==> config.mk <==
export PLATFORM = sky130hd
export DESIGN_NAME = multicycle_ctrl_fsm
export DESIGN_NICKNAME = d
export VERILOG_FILES = /design/src/rtl/multicycle_ctrl_fsm.sv
export SDC_FILE = /design/constraint.sdc
export NUM_CORES = 1
export LEC_CHECK = 0
export ABC_CLOCK_PERIOD_IN_PS = 1200
export BUFFER_PORTS_ARGS = -buffer_cell sky130_fd_sc_hd__buf_2
export CAP_MARGIN = 10
export CORE_MARGIN = 2
export CORE_UTILIZATION = 37
export DETAILED_ROUTE_END_ITERATION = 10
export PLACE_DENSITY_LB_ADDON = 0.1
export SLEW_MARGIN = 20
export SYNTH_ARGS = -nofsm -noshare
export SYNTH_HDL_FRONTEND = slang
export SYNTH_SLANG_ARGS = --single-unit
==> constraint.sdc <==
create_clock -name clk -period 1.2 [get_ports clk]
set_input_delay 0.06 -clock clk [delete_from_list [all_inputs] [get_ports clk]]
set_output_delay 0.06 -clock clk [all_outputs]
set_load 0.02 [all_outputs]
==> src/rtl/multicycle_ctrl_fsm.sv <==
// rtl/multicycle_ctrl_fsm.sv - multicycle RV32I main control FSM (optional ILLEGAL_OP_TRAP_EN)
module multicycle_ctrl_fsm #(
  parameter int STATE_W = 4
) (
  input  logic               clk,
  input  logic               rst_n,
  input  logic [6:0]         op,
  input  logic [2:0]         funct3,
  input  logic               zero,
  input  logic               mem_ready,
  output logic               pc_write,
  output logic               adr_src,
  output logic               mem_write,
  output logic               ir_write,
  output logic [1:0]         result_src,
  output logic [1:0]         alu_src_a,
  output logic [1:0]         alu_src_b,
  output logic [1:0]         alu_op,
  output logic               reg_write,
  output logic [1:0]         imm_src,
`ifdef ILLEGAL_OP_TRAP_EN
  output logic               illegal_op,
`endif
  output logic [STATE_W-1:0] state
);

  localparam logic [6:0] OP_LW     = 7'b0000011;
  localparam logic [6:0] OP_SW     = 7'b0100011;
  localparam logic [6:0] OP_RTYPE  = 7'b0110011;
  localparam logic [6:0] OP_ITYPE  = 7'b0010011;
  localparam logic [6:0] OP_BRANCH = 7'b1100011;
  localparam logic [6:0] OP_JAL    = 7'b1101111;

  typedef enum logic [STATE_W-1:0] {
    S_FETCH    = 4'd0,
    S_DECODE   = 4'd1,
    S_MEMADR   = 4'd2,
    S_MEMREAD  = 4'd3,
    S_MEMWB    = 4'd4,
    S_MEMWRITE = 4'd5,
    S_EXECR    = 4'd6,
    S_EXECI    = 4'd7,
    S_ALUWB    = 4'd8,
    S_BRANCH   = 4'd9,
    S_JAL      = 4'd10,
    S_TRAP     = 4'd11
  } state_t;

  state_t state_q, state_next;
  logic   pc_update, branch, ir_write_c, mem_write_c, reg_write_c;

  // only funct3[0] distinguishes beq/bne
  wire unused_funct3 = ^funct3[2:1];

  always_ff @(posedge clk or negedge rst_n) begin
    if (!rst_n) state_q <= S_FETCH;
    else        state_q <= state_next;
  end

  always_comb begin
    state_next  = state_q;
    pc_update   = 1'b0;
    branch      = 1'b0;
    ir_write_c  = 1'b0;
    mem_write_c = 1'b0;
    reg_write_c = 1'b0;
    adr_src     = 1'b0;
    result_src  = 2'b00;
    alu_src_a   = 2'b00;
    alu_src_b   = 2'b00;
    alu_op      = 2'b00;
    case (state_q)
      S_FETCH: begin
        alu_src_b  = 2'b10;
        result_src = 2'b10;
        if (mem_ready) begin
          ir_write_c = 1'b1;
          pc_update  = 1'b1;
          state_next = S_DECODE;
        end
      end
      S_DECODE: begin
        alu_src_a = 2'b01;
        alu_src_b = 2'b01;
        case (op)
          OP_LW, OP_SW: state_next = S_MEMADR;
          OP_RTYPE:     state_next = S_EXECR;
          OP_ITYPE:     state_next = S_EXECI;
          OP_BRANCH:    state_next = S_BRANCH;
          OP_JAL:       state_next = S_JAL;
`ifdef ILLEGAL_OP_TRAP_EN
          default:      state_next = S_TRAP;
`else
          default:      state_next = S_FETCH;
`endif
        endcase
      end
      S_MEMADR: begin
        alu_src_a  = 2'b10;
        alu_src_b  = 2'b01;
        state_next = (op == OP_SW) ? S_MEMWRITE : S_MEMREAD;
      end
      S_MEMREAD: begin
        adr_src = 1'b1;
        if (mem_ready) state_next = S_MEMWB;
      end
      S_MEMWB: begin
        result_src  = 2'b01;
        reg_write_c = 1'b1;
        state_next  = S_FETCH;
      end
      S_MEMWRITE: begin
        adr_src     = 1'b1;
        mem_write_c = 1'b1;
        if (mem_ready) state_next = S_FETCH;
      end
      S_EXECR: begin
        alu_src_a  = 2'b10;
        alu_op     = 2'b10;
        state_next = S_ALUWB;
      end
      S_EXECI: begin
        alu_src_a  = 2'b10;
        alu_src_b  = 2'b01;
        alu_op     = 2'b10;
        state_next = S_ALUWB;
      end
      S_ALUWB: begin
        reg_write_c = 1'b1;
        state_next  = S_FETCH;
      end
      S_BRANCH: begin
        alu_src_a  = 2'b10;
        alu_op     = 2'b01;
        branch     = 1'b1;
        state_next = S_FETCH;
      end
      S_JAL: begin
        alu_src_a  = 2'b01;
        alu_src_b  = 2'b10;
        pc_update  = 1'b1;
        state_next = S_ALUWB;
      end
      S_TRAP: state_next = S_TRAP;
      default: state_next = S_FETCH;
    endcase
  end

  // enables forced low combinationally while reset is held, so an abort leaves no partial write
  assign pc_write  = rst_n & (pc_update | (branch & (zero ^ funct3[0])));
  assign ir_write  = rst_n & ir_write_c;
  assign mem_write = rst_n & mem_write_c;
  assign reg_write = rst_n & reg_write_c;
  assign state     = state_q;

  always_comb begin
    case (op)
      OP_SW:     imm_src = 2'b01;
      OP_BRANCH: imm_src = 2'b10;
      OP_JAL:    imm_src = 2'b11;
      default:   imm_src = 2'b00;
    endcase
  end

`ifdef ILLEGAL_OP_TRAP_EN
  assign illegal_op = (state_q == S_TRAP);
`endif

endmodule
# Word level (Yosys, flattened, before mapping)
# Cells that the tools add are included.
# classes
n_eq_ne	20
bitwise_logic	7
muxes	18
reduce_logical	11
# ops
cell	count
$pmux W4 S7	1
$pmux W4 S5	1
$eq A4 B3 Y1 const B	4
$eq A4 B4 Y1 const B	4
$pmux W2 S2	4
$eq A7 B6 Y1 const B	2
$eq A7 B7 Y1 const B	2
$mux W4	3
$reduce_or A2 Y1	6
$eq A4 B2 Y1 const B	2
$eq A7 B2 Y1 const B	1
$eq A7 B5 Y1 const B	1
$mux W1	6
$ne A2 B2 Y1 const B	3
$pmux W2 S3	1
$reduce_or A3 Y1	2
$and A1 B1 Y1	5
$eq A4 B1 Y1 const B	1
$logic_not A4 Y1	1
$reduce_or A4 Y1	1
$mux W3	1
$reduce_and A3 Y1	1
$pmux W1 S2	1
$or A1 B1 Y1	1
$xor A1 B1 Y1	1
# totals
reg_bits	4
input_bits	14
out_inout_bits	19

# Depth between registers and ports, before layout
# Gate-level depths: netlist of run 1.
# depth
depth_word	5
ltp_mapped	5
ltp_nobuf	4

# Least setup slack after synthesis of run 1
# Ideal clock, no wire load.
# synth_timing
path_kind	flip-flop to output port
startpoint	register state_q[2], in the netlist state[2]
endpoint	output result_src[1]
stages_incl_launch_ff	4
arrival_time_ps	1480
required_time_ps	1140
path_slack_ps	-340
cell_sequence	dfrtp_1 -> buf_6 -> clkbuf_1 -> nor4_1
# synth_via
elab_chain_len	2
elab_cells_between_ends	3
# synth_lines
item	line_no	rtl
start: declaration	49	state_t state_q, state_next;
start signal: assignment	57	else state_q <= state_next;
$eq A4 B3 Y1 / $logic_not A4 Y1 (equally long branches)	72	case (state_q)
$pmux W2 S2 *	72	
end: declaration	15	output logic [1:0] result_src,
# Mark *: on every way between the ends. The rest lies on a longest branch, timed or not.

# Worst setup path after layout of run 1
# layout_timing
startpoint	register state_q[1], in the netlist state[1]
endpoint	register state_q[0], in the netlist state[0]
# layout_via
elab_chain_len	3
elab_cells_between_ends	15
# layout_lines
item	line_no
$eq A4 B4 Y1 (tied with other cells)	72
$reduce_or A3 Y1 (no source line) / $ne A2 B2 Y1 (equally long branches)	--
$pmux W4 S7 / $reduce_and A3 Y1 (equally long branches)	--
# Parallel ways exist; a longest one is shown, timed or not.
# A chain may end at the register's enable or synchronous reset.

==> metrics.md, run 1 <==
| Metric | Value |
|---|---|
| Result of the run | finished with violations |
| Failing checks | setup timing |
| Vias in the first global route | 866 |
| Capturing element type of the critical path | register |
| # H-tree levels | 1 |
| Fraction of registers with async set or reset after synthesis | 100.0% |
| Most frequently used flop master after synthesis | dfrtp_1 |
| Cell area after technology mapping | around 540 um2 |
| Distinct cell type count of the synthesized netlist | 33 |
| Seq. cell area | 103.9 um2 |
| Detailed Place HPWL | roughly 1400 um |
| Flip-flop count of the largest register, all copies and words added | 4 |
| CTS tree | yes |
| Number of optimization iterations in the first detailed-route pass | 7 |
| Number of enable-type register cells in the synthesized netlist | 0 |
| Clock slew seen by the registers of the worst setup and hold paths | around 0.04 ns |
| Combined global-route utilization of all metal layers | 27.75% |
| Ports | 33 |
| Crit path setup slack, layout | -0.4422 ns |
| Area of the multi-input gates | 520.5 um2 |
| Count of input and output buffers | 30 |
| Count of routing violations after the opening detailed-route iteration | 75 |
| Synthesis Warnings | 0 |
| Crit Path Class | reg -> reg |
| Total cell area at the placement stage | slightly below 900 um2 |
| Clk sinks | 4 |
| Post-detailed-route wirelength per cell | 23.86 um |
| Top area cells in the synthesized netlist | dfrtp_1 (18%), nor2_1 (9.0%), and3_1 (5.8%) |
| Unrepaired setup endpoints after global routing | true |
| Most used standard cells in the synthesized netlist | nor2_1 (13), nand2_1 (8), a21oi_1 (5), and3_1 (5), o22ai_1 (5) |
| Share of cells above drive strength 1 | a little over two thirds |
| Ant. Diodes | 0 |
| CTS max path bufs | 2 |
| Total power density per cell area | around 1600 mW/mm2 |
| Endpoints failing hold | 0 |
| Filler cell count in the final layout | 44 |
| Post-layout util | 94.47% |
| Post-DR vias/cell | 6.635 |
| Arrival time at the worst endpoint | 1.73 ns |
| Required time reported for the critical path endpoint | 1.29 ns |
| Routability Congestion | 0.8246 |
| Area enclosed by the die boundary | 0.001790 mm2 |
| Mean area per synthesized cell | around 6.9 um2 |
| Number of remaining DRC errors | 0 |
| Hold Crit Class | in -> reg |
| Cell type with the largest total area after synthesis | dfrtp_1 |
| Least-Margin Pin Slew | 0.6220 ns |
| Most frequent cell after synthesis | nor2_1 |
| Startpoint type of the worst setup path | register |
| Clock Latency Late Sink | 0.25 ns |
| First-pass GRT wire length | 3726 um |
| Max Fclk | 608.9 MHz |
| Placeable core region | 0.001334 mm2 |
| Starting density of the core | just over 40% |
| Clock root buffer master | clkbuf_4 |
| Number of cells produced by synthesis | 79 |
| Number of max-slew violations in the final report | 0 |
| R2R Setup Slk | -0.44 ns |
| Max Cap Violations | 0 |
| Part of the cycle the worst path needs | 136.9% |
| Area overhead of the layout relative to synthesis | 132.0% |
| Total vias in the final route | about 1100 |
| Top-area cell type share of the netlist area | 18.43% |
| Final std cell area, no fill | 0.001260 mm2 |
| Seq cells post-synth | 4 |
| Final routed wirelength across all metal layers | 3793 um |
| Number of antenna violations at the first check in global routing | 0 |
| Sequential cell area fraction in the yosys report | 18.43% |
| Horizontal die dimension | 42.31 um |
| Setup Skew | around 0.00021 ns |
| Post-route minimum period | 1.642 ns |
| Maximum vdd ir drop | between 1 and 1.5 mV |
| Relative slew margins | 58.22% |
| Cts bufs inserted | 3 |
| Final setup viols | 19 |
| Maximum number of pins on one net before global-route repair | 10 |
| Post-layout nets | about 160 |
| Die span in y | 42.31 um |
| Antenna Violating Nets Remaining | 0 |
| Highest fanout seen on the critical path | 6 |
| Total leakage power | 0.5952 nW |
| Net count of the mapped netlist | 93 |
| Overflow left after global routing | 0 |
| Std cell rows | 13 |
==> logic make-up (layout without fill, tap and decap cells) <==
group                  count (synthesis)  in the layout  synth area share (%)
AND/OR/NAND/NOR                       45             45                 45.16
AO/OA/AOI/OAI                         18             18                 21.20
buffers and inverters                  8             73                 8.525
flip-flops                             4              4                 18.43
XOR/XNOR                               3              3                 4.840
multiplexers                           1              1                 1.843
==> per-layer routing <==
| metal | share of wire, % | vias up | wire, um | track usage, % |
|---|---|---|---|---|
| li1 | - | 416 | - | - |
| met1 | 33 | 475 | 1258 | 28.09 |
| met2 | 45 | 115 | 1695 | 50.46 |
| met3 | 12 | 49 | 458 | 4.741 |
| met4 | 10 | 0 | 381 | 19.38 |
| met5 | 0 | - | 0 | 0 |
==> final cells by class <==
| type | count | area share [%] |
|---|---|---|
| Timing Repair inverter | 1 | 1.291 |
| Multi-Input combinational cell | 67 | 41.31 |
| Inverter | 3 | 1.887 |
| Sequential cell | 4 | 8.242 |
| Tap cell | 15 | 1.490 |
| Clock buffer | 4 | 2.085 |
| Timing Repair Buffer | 65 | 43.69 |
==> timing repair <==
item / 4_1_cts / 5_1_grt
pin swaps: 12 / 12
gates resized for setup: 44 / 23
hold buffers: 1 / 0
buffers inserted: 10 / 5
hold endpoints to repair: 4 / 0
cloned: 0 / 1
setup endpoints to repair: 16 / 18
==> where the power goes <==
group          total, mW  internal (mW)  switching, mW
combinational       1.62          0.750          0.875
clock              0.201          0.126         0.0750
sequential         0.214          0.165         0.0489
==> critical path, cell delays in order (launching register included) <==
cell and delay (ns):
dfrtp_2 0.45, and2b_2 0.31, buf_4 0.13, nand4_1 0.11, a222oi_1 0.47
==> path summary, 6_finish.rpt <==
path                            from  cells past startpoint       end
setup / recovery            state[1]                      4  state[0]
hold / removal             mem_ready                      3  state[2]
setup reg to reg            state[1]                      4  state[0]
hold reg to reg             state[0]                      3  state[1]
max in group asynchronous      rst_n                      2  state[1]
min in group asynchronous      rst_n                      2  state[3]
==> per-stage QoR <==
| stage | hold slack, ns | worst slack (ns) | instances | power [mW] | setup TNS [ns] |
|---|---|---|---|---|---|
| after floorplan | -0.2356 | -0.1183 | 79 | 0.8728 | -0.3990 |
| after global placement | -0.1137 | -0.09423 | 140 | 1.235 | -0.2373 |
| after detailed placement | -0.1037 | -0.1071 | 140 | 1.256 | -0.3942 |
| after CTS | 0.1737 | -0.2910 | 154 | 1.728 | -2.811 |
| after global routing | 0.2103 | -0.4887 | 159 | 2.079 | -5.207 |
| final | 0.2152 | -0.4422 | 159 | 2.040 | -4.633 |
==> cells in the final DEF (no fill, tap or decap), types with 2 or more instances in the layout <==
| master | instances |
|---|---|
| nand2_2 | 4 |
| nor2_4 | 4 |
| nor3b_1 | 2 |
| and3_4 | 4 |
| nor2_1 | 6 |
| clkinv_8 | 2 |
| and3_1 | 2 |
| buf_4 | 22 |
| o22ai_2 | 2 |
| dfrtp_2 | 3 |
| nor2_2 | 4 |
| nand2_1 | 4 |
| o22ai_1 | 3 |
| a21oi_2 | 2 |
| o21ai_0 | 3 |
| clkbuf_4 | 3 |
| nor2b_1 | 2 |
| buf_2 | 17 |
| a21oi_1 | 2 |
| buf_6 | 24 |
| nand3_1 | 3 |
| inv_1 | 2 |
(Power assumes the default switching activity.)
==> run 2: changes to the inputs <==
--- a/config.mk
+++ b/config.mk
@@ -10,8 +10,9 @@
 export CAP_MARGIN = 10
 export CORE_MARGIN = 2
 export CORE_UTILIZATION = 37
+export CTS_BUF_LIST = sky130_fd_sc_hd__clkbuf_16
 export DETAILED_ROUTE_END_ITERATION = 10
-export PLACE_DENSITY_LB_ADDON = 0.1
+export PLACE_DENSITY = 0.73
 export SLEW_MARGIN = 20
 export SYNTH_ARGS = -nofsm -noshare
 export SYNTH_HDL_FRONTEND = slang
==> run 2 against run 1 <==
  * Synthesized cell count is the same
  * The run now fails in global routing (5_1_grt)
  * Area after synthesis unchanged
==> metrics.md, run 2 <==
| Metric | Value |
|---|---|
| Mean area per synthesized cell | 6.874 um2 |
| Count of input and output buffers | 30 |
| Most frequent cell after synthesis | nor2_1 |
| Most frequently used flop master after synthesis | dfrtp_1 |
| Cell area after technology mapping | between 500 and 600 um2 |
| Starting density of the core | 40.71% |
| Stage reached | global routing (5_1_grt) |
| Ports | 33 |
| Maximum number of pins on one net before global-route repair | 13 |
| Top-area cell type share of the netlist area | 18.43% |
| Log Error | [ERROR DPL-0038] Utilization greater than 100%, impossible to legalize |
| Fraction of registers with async set or reset after synthesis | 100.0% |
| Horizontal die dimension | approximately 42 um |
| Cell type with the largest total area after synthesis | dfrtp_1 |
| Top area cells in the synthesized netlist | dfrtp_1 (18%), nor2_1 (9.0%), and3_1 (5.8%) |
| Sequential cell area fraction in the yosys report | 18.43% |
| Result of the run | did not finish |
| Seq cells post-synth | 4 |
| Detailed Place HPWL | between 1000 and 1500 um |
| Worst-path endpoint after global-route repair_timing | pc_write |
| Number of cells produced by synthesis | 79 |
| Number of enable-type register cells in the synthesized netlist | 0 |
| # H-tree levels | 1 |
| CTS max path bufs | 2 |
| Synthesis Warnings | 0 |
| Distinct cell type count of the synthesized netlist | 33 |
| Total cell area at the placement stage | 859.6 um2 |
| Die span in y | 42.31 um |
| Net count of the mapped netlist | 93 |
| Most used standard cells in the synthesized netlist | nor2_1 (13), nand2_1 (8), a21oi_1 (5), and3_1 (5), o22ai_1 (5) |
| Std cell rows | 13 |
| Clk sinks | 4 |
| Worst End Pin Type | top-level output |
| Routability Congestion | 0.8246 |
| Clock root buffer master | clkbuf_16 |
| Cts bufs inserted | 3 |
## run 2: cell counts after synthesis
Identical to the previous run, type by type.
## run 2: logic make-up after synthesis
kind of cell	after synthesis	synth area share [%]
simple gates	45	45.16
flops	4	18.43
xor+xnor	3	4.840
buf+inv	8	8.525
mux	1	1.843
compound gates	18	21.20
## run 2: what timing repair did
action / in CTS
hold buffers: 1
setup endpoints to repair: 15
pin swaps: 6
hold endpoints to repair: 4
resized for setup: 40
setup buffers: 8
cloned: 1
## run 2: stage by stage
| step | utilization, % | setup TNS (ns) | hold slack (ns) | worst slack (ns) | instances |
|---|---|---|---|---|---|
| after CTS | 86.87 | -2.653 | 0.1978 | -0.2724 | 153 |
| after detailed placement | 64.45 | -0.3557 | -0.1069 | -0.1270 | 139 |
| after global placement | 64.45 | -0.3266 | -0.1106 | -0.1020 | 139 |
| after floorplan | - | -0.3990 | -0.2356 | -0.1183 | 79 |
==> run 3: changes to the inputs <==
==> config.mk (replaced) <==
export PLATFORM = sky130hd
export DESIGN_NAME = multicycle_ctrl_fsm
export DESIGN_NICKNAME = d
export VERILOG_FILES = /design/src/rtl/multicycle_ctrl_fsm.sv
export SDC_FILE = /design/constraint.sdc
export NUM_CORES = 1
export LEC_CHECK = 0
export ABC_CLOCK_PERIOD_IN_PS = 1560
export BUFFER_PORTS_ARGS = -buffer_cell sky130_fd_sc_hd__buf_2
export CAP_MARGIN = 10
export CORE_AREA = 2 2 63 65
export DETAILED_ROUTE_END_ITERATION = 10
export DIE_AREA = 0 0 65 67
export PLACE_DENSITY_LB_ADDON = 0.15
export SLEW_MARGIN = 20
export SYNTH_ARGS = -nofsm -noshare
export SYNTH_HDL_FRONTEND = slang
export SYNTH_SLANG_ARGS = --single-unit
==> constraint.sdc (replaced) <==
create_clock -name clk -period 1.56 [get_ports clk]
set_input_delay 0.078 -clock clk [delete_from_list [all_inputs] [get_ports clk]]
set_output_delay 0.078 -clock clk [all_outputs]
set_load 0.02 [all_outputs]
==> run 3 against run 2 <==
  * The flow now finishes without violations
==> metrics.md, run 3 (synthesis results as in run 1) <==
| Metric | Value |
|---|---|
| Fraction of power consumed by combinational cells | about two thirds |
| Endpoint of the worst register-to-register path | state[0] |
| CP endpoint | pc_write |
| Post-route minimum period | 1.487 ns |
| Capturing element type of the critical path | primary output |
| Maximum cell stage delay along the critical path | 0.45 ns |
| Least-Margin Pin Slew | 0.4054 ns |
| Horizontal die dimension | 65 um |
| Required time reported for the critical path endpoint | 1.48 ns |
| Std cell rows | 22 |
| Placeable core region | 0.003606 mm2 |
| Final std cell area, no fill | between 800 and 900 um2 |
| Highest fanout seen on the critical path | 7 |
| Detailed Place HPWL | 1455 um |
| Ant. Diodes | 0 |
| Clk sinks | 4 |
| Max Cap Violations | 0 |
| Cts bufs inserted | 3 |
| Sequential power share | 15.2% |
| Setup Skew | around 0.0028 ns |
| Number of max-slew violations in the final report | 0 |
| Clock Latency Late Sink | 0.22 ns |
| Count of input and output buffers | 30 |
| Post-layout nets | about 140 |
| # H-tree levels | 1 |
| Endpoints failing hold | 0 |
| Maximum number of pins on one net before global-route repair | 12 |
| Internal power component | 0.6372 mW |
| CTS max path bufs | 2 |
| Unrepaired setup endpoints after global routing | false |
| Part of the cycle the worst path needs | a little over nine tenths |
| Number of remaining DRC errors | 0 |
| Arrival time at the worst endpoint | approximately 1.4 ns |
| Share of cells above drive strength 1 | 44.63% |
| Clock network fraction of total power | 18.8% |
| Relative slew margins | 72.77% |
| Total leakage power | 0.4580 nW |
| Switching share of power | 44.74% |
| Flip-flop count of the largest register, all copies and words added | 4 |
| Total cell area at the placement stage | 770.7 um2 |
| Number of cell instances on the worst register-to-register path | 6 |
| Number of antenna violations at the first check in global routing | 0 |
| R2R Setup Slk | 0.13 ns |
| Area enclosed by the die boundary | 0.004355 mm2 |
| Number of optimization iterations in the first detailed-route pass | 4 |
| Vias in the first global route | between 600 and 700 |
| Combined global-route utilization of all metal layers | 8.592% |
| Clock slew seen by the registers of the worst setup and hold paths | 0.03 ns |
| Crit-path slowest cell | dfrtp_2 |
| Critical Path Source | state[1] |
| Reg-to-reg critical path startpoint | state[2] |
| Overflow left after global routing | 0 |
| Starting density of the core | about 15% |
| Total vias in the final route | 739 |
| Sum of negative setup slack | 0 ns |
| Count of routing violations after the opening detailed-route iteration | 19 |
| Post-layout util | 24.64% |
| Leading cell type in the layout, fill and taps excluded | buf_2 |
| CTS tree | yes |
| Maximum vdd ir drop | 0.2889 mV |
| Die span in y | 67 um |
| Post-DR vias/cell | around 4.4 |
| First-pass GRT wire length | roughly 2900 um |
| Routability Congestion | 0.7999 |
| Final routed wirelength across all metal layers | 1946 um |
| Antenna Violating Nets Remaining | 0 |
| Leading cell types in the layout, fill and taps excluded | buf_2 (29), nor2_1 (13), buf_4 (13) |
| Result of the run | finished clean |
| Ports | 33 |
| Hold Crit Class | in -> reg |
| Net Sw Power | between 0.5 and 0.6 mW |
| Max Fclk | roughly 670 MHz |
| Final setup viols | 0 |
| Startpoint type of the worst setup path | register |
| Post-detailed-route wirelength per cell | roughly 12 um |
| Area overhead of the layout relative to synthesis | 63.59% |
| Clock root buffer master | clkbuf_8 |
| Crit Path Class | reg -> out |
| Sequence of cells on the critical path | and2b_2 -> nand2_1 -> o22ai_1 -> and3b_1 -> buf_4 |
| Total power density per cell area | 1298 mW/mm2 |
==> run 3: worst min-delay path by stage <==
stage	depth (start not counted)	slack, ns	from	endpoint
3_5_place_dp	1	-0.09	rst_n	state[3]
6_report	4	0.22	op[2]	state[0]
2_1_floorplan	0	-0.22	rst_n	state[0]
5_1_grt	2	0.24	rst_n	state[3]
4_1_cts	2	0.23	rst_n	state[3]
3_3_place_gp	1	-0.09	rst_n	state[3]
==> run 3: stage by stage <==
step / hold slack [ns] / setup slack (ns) / cells / power, mW
detailed placement: -0.09239 / 0.1306 / 159 / 0.8404
global placement: -0.09021 / 0.08040 / 159 / 0.8480
global route: 0.2441 / 0.007653 / 169 / 1.230
floorplan: -0.2176 / 0.001650 / 79 / 0.6024
CTS: 0.2256 / 0.02216 / 166 / 1.131
finish: 0.2221 / 0.07288 / 169 / 1.153
==> run 3: timing repair <==
item	in CTS	in global routing
endpoints found under the setup margin	6	5
hold buffers	1	0
resized for setup	3	3
hold endpoints to repair	4	0
buffers inserted	3	3
==> run 3: critical path: cells and delay by family, from the launching register on <==
family | cells | cell delay (ns)
compound gates | 1 | 0.10
buf+inv | 1 | 0.13
flops | 1 | 0.45
simple gates | 3 | 0.51
==> run 3: layout make-up <==
cell class,instances,area (um2)
Sequential cell,4,105.1
Tap cell,48,60.06
Timing Repair Buffer,44,272.8
Fill cell,408,2718
Clock buffer,3,41.29
Multi-Input combinational cell,67,396.6
Inverter,3,12.51
==> run 3: power groups by stage <==
stage	registers, mW	logic [mW]	clock network, mW
after floorplan	0.176	0.426	0
after global placement	0.178	0.670	0
after CTS	0.176	0.733	0.222
after global routing	0.181	0.819	0.230
final	0.175	0.761	0.216
after detailed placement	0.175	0.665	0
==> run 3: layer usage <==
metal | GRT usage, % | wire length [um] | vias up
met2 | 14.43 | 999 | 21
li1 | - | - | 369
met1 | 10.52 | 845 | 349
met5 | 0 | 0 | -
met3 | 3.209 | 101 | 0
met4 | 1.596 | 0 | 0
==> run 4: changes to the inputs <==
--- a/config.mk
+++ b/config.mk
@@ -12,6 +12,7 @@
 export DETAILED_ROUTE_END_ITERATION = 10
 export DIE_AREA = 0 0 65 67
 export PLACE_DENSITY_LB_ADDON = 0.15
+export RECOVER_POWER = 25
 export SLEW_MARGIN = 20
 export SYNTH_ARGS = -nofsm -noshare
 export SYNTH_HDL_FRONTEND = slang
==> run 4 against run 3 <==
  * Clock power is essentially flat
  * Die area is the same
  * Utilization hardly changed
  * First-iteration DRC count unchanged
  * Worst setup slack better by 0.00080 ns
  * Global-route usage stayed put
  * Wire length grew 0.10%
  * Sequential power about the same
  * Combinational power barely moved
  * Fmax about the same
  * Critical path type unchanged
  * Critical endpoint is now mem_write
==> metrics.md, run 4 (synthesis results as in run 1) <==
| Metric | Value |
|---|---|
| Result of the run | finished clean |
| Maximum vdd ir drop | 0.2889 mV |
| Final routed wirelength across all metal layers | 1948 um |
| Total leakage power | 0.4552 nW |
| Unrepaired setup endpoints after global routing | false |
| Sum of negative setup slack | 0 ns |
| Hold Crit Class | in -> reg |
| Leading cell type in the layout, fill and taps excluded | buf_2 |
| Post-layout nets | 137 |
| Share of cells above drive strength 1 | 43.80% |
| Reg-to-reg critical path startpoint | state[2] |
| Post-route minimum period | between 1 and 1.5 ns |
| Combined global-route utilization of all metal layers | roughly 8.6% |
| Endpoint of the worst register-to-register path | state[0] |
| Vias in the first global route | 643 |
| Starting density of the core | 15.06% |
| Startpoint type of the worst setup path | register |
| Count of routing violations after the opening detailed-route iteration | 19 |
| Maximum number of pins on one net before global-route repair | 12 |
| R2R Setup Slk | 0.13 ns |
| Std cell rows | 22 |
| Least-Margin Pin Slew | 0.4054 ns |
| Setup Skew | about 0.0028 ns |
| Cts bufs inserted | 3 |
| Area enclosed by the die boundary | 0.004355 mm2 |
| Part of the cycle the worst path needs | 95.28% |
| Highest fanout seen on the critical path | 7 |
| Routability Congestion | 0.7999 |
| Clock slew seen by the registers of the worst setup and hold paths | approximately 0.03 ns |
| Number of cell instances on the worst register-to-register path | 6 |
| CTS max path bufs | 2 |
| Ant. Diodes | 0 |
| Detailed Place HPWL | about 1500 um |
| Max Fclk | 672.8 MHz |
| Capturing element type of the critical path | primary output |
| First-pass GRT wire length | 2911 um |
| Clk sinks | 4 |
| Filler cell count in the final layout | 409 |
| Total vias in the final route | 740 |
| Total cell area at the placement stage | 770.7 um2 |
| Number of antenna violations at the first check in global routing | 0 |
| Horizontal die dimension | approximately 65 um |
| Overflow left after global routing | 0 |
| CTS tree | yes |
| Crit Path Class | reg -> out |
| Number of max-slew violations in the final report | 0 |
| Final std cell area, no fill | slightly below 900 um2 |
| Number of remaining DRC errors | 0 |
| Final setup viols | 0 |
| # H-tree levels | 1 |
| Post-DR vias/cell | 4.379 |
| Placeable core region | 0.003606 mm2 |
| Die span in y | 67 um |
| Count of input and output buffers | 30 |
| Clock root buffer master | clkbuf_8 |
| Critical Path Source | state[1] |
| Flip-flop count of the largest register, all copies and words added | 4 |
| CP endpoint | mem_write |
| Number of optimization iterations in the first detailed-route pass | 4 |
| Max Cap Violations | 0 |
| Arrival time at the worst endpoint | 1.41 ns |
| Post-detailed-route wirelength per cell | 11.53 um |
| Relative slew margins | 72.77% |
| Antenna Violating Nets Remaining | 0 |
| Area overhead of the layout relative to synthesis | 63.36% |
| Leading cell types in the layout, fill and taps excluded | buf_2 (28), nor2_1 (13), buf_4 (13) |
| Ports | 33 |
| Endpoints failing hold | 0 |
| Required time reported for the critical path endpoint | roughly 1.5 ns |
| Total power density per cell area | 1300 mW/mm2 |
| Clock Latency Late Sink | 0.22 ns |
==> run 4: cell count changes in the layout (fill, tap and decap cells not counted) <==
cell / change
buf_2: -1
clkbuf_1: +1
==> run 4: worst min path at each step <==
stage	slack, ns	end	cells after the start	from
detailed placement	-0.09	state[3]	1	rst_n
finish	0.22	state[0]	4	op[2]
global route	0.26	state[0]	4	op[3]
CTS	0.23	state[3]	2	rst_n
global placement	-0.09	state[3]	1	rst_n
floorplan	-0.22	state[0]	0	rst_n
==> run 4: report_power, final <==
part           internal [mW]  total [mW]  switching [mW]  leakage [nW]
combinational          0.342       0.762           0.419         0.386
clock                  0.164       0.216          0.0520        0.0216
sequential             0.130       0.175          0.0453        0.0476
==> run 4: critical path, cell delays in order, from the launching register on <==
cell     delay [ns]
dfrtp_2        0.45
and2b_2        0.25
buf_4          0.14
and4_1         0.19
buf_2          0.16
==> run 4: cell type report <==
cell class	count	area, um2	share of cell area [%]
multi-input cells	67	396.6	44.71
inverters	3	12.51	1.410
repair buffers	44	271.5	30.61
flip-flops and latches	4	105.1	11.85
well taps	48	60.06	6.770
clock buffers	3	41.29	4.654
==> run 4: routing by layer <==
metal / GRT usage, % / part of all wire (%) / vias to the layer above
met5: 0 / 0 / -
met1: 10.52 / 44 / 350
met4: 1.596 / 0 / 0
met3: 3.209 / 5.2 / 0
li1: - / - / 369
met2: 14.43 / 51 / 21
==> run 4: timing repair <==
action,4_1_cts,5_1_grt
setup endpoints to repair,6,5
gates cloned,0,0
hold buffers,1,0
gates resized for setup,3,3
setup buffers,3,3
endpoints found under the hold margin,4,0
==> run 4: stage by stage <==
stage / cells / total power [mW] / util [%] / setup slack, ns / hold WS, ns
2_1_floorplan: 79 / 0.6024 / - / 0.001650 / -0.2176
3_3_place_gp: 159 / 0.8480 / 21.37 / 0.08040 / -0.09021
3_5_place_dp: 159 / 0.8404 / 21.37 / 0.1306 / -0.09239
4_1_cts: 166 / 1.131 / 23.53 / 0.02216 / 0.2256
5_1_grt: 169 / 1.230 / 24.60 / 0.007653 / 0.2627
6_report: 169 / 1.153 / 24.60 / 0.07368 / 0.2220
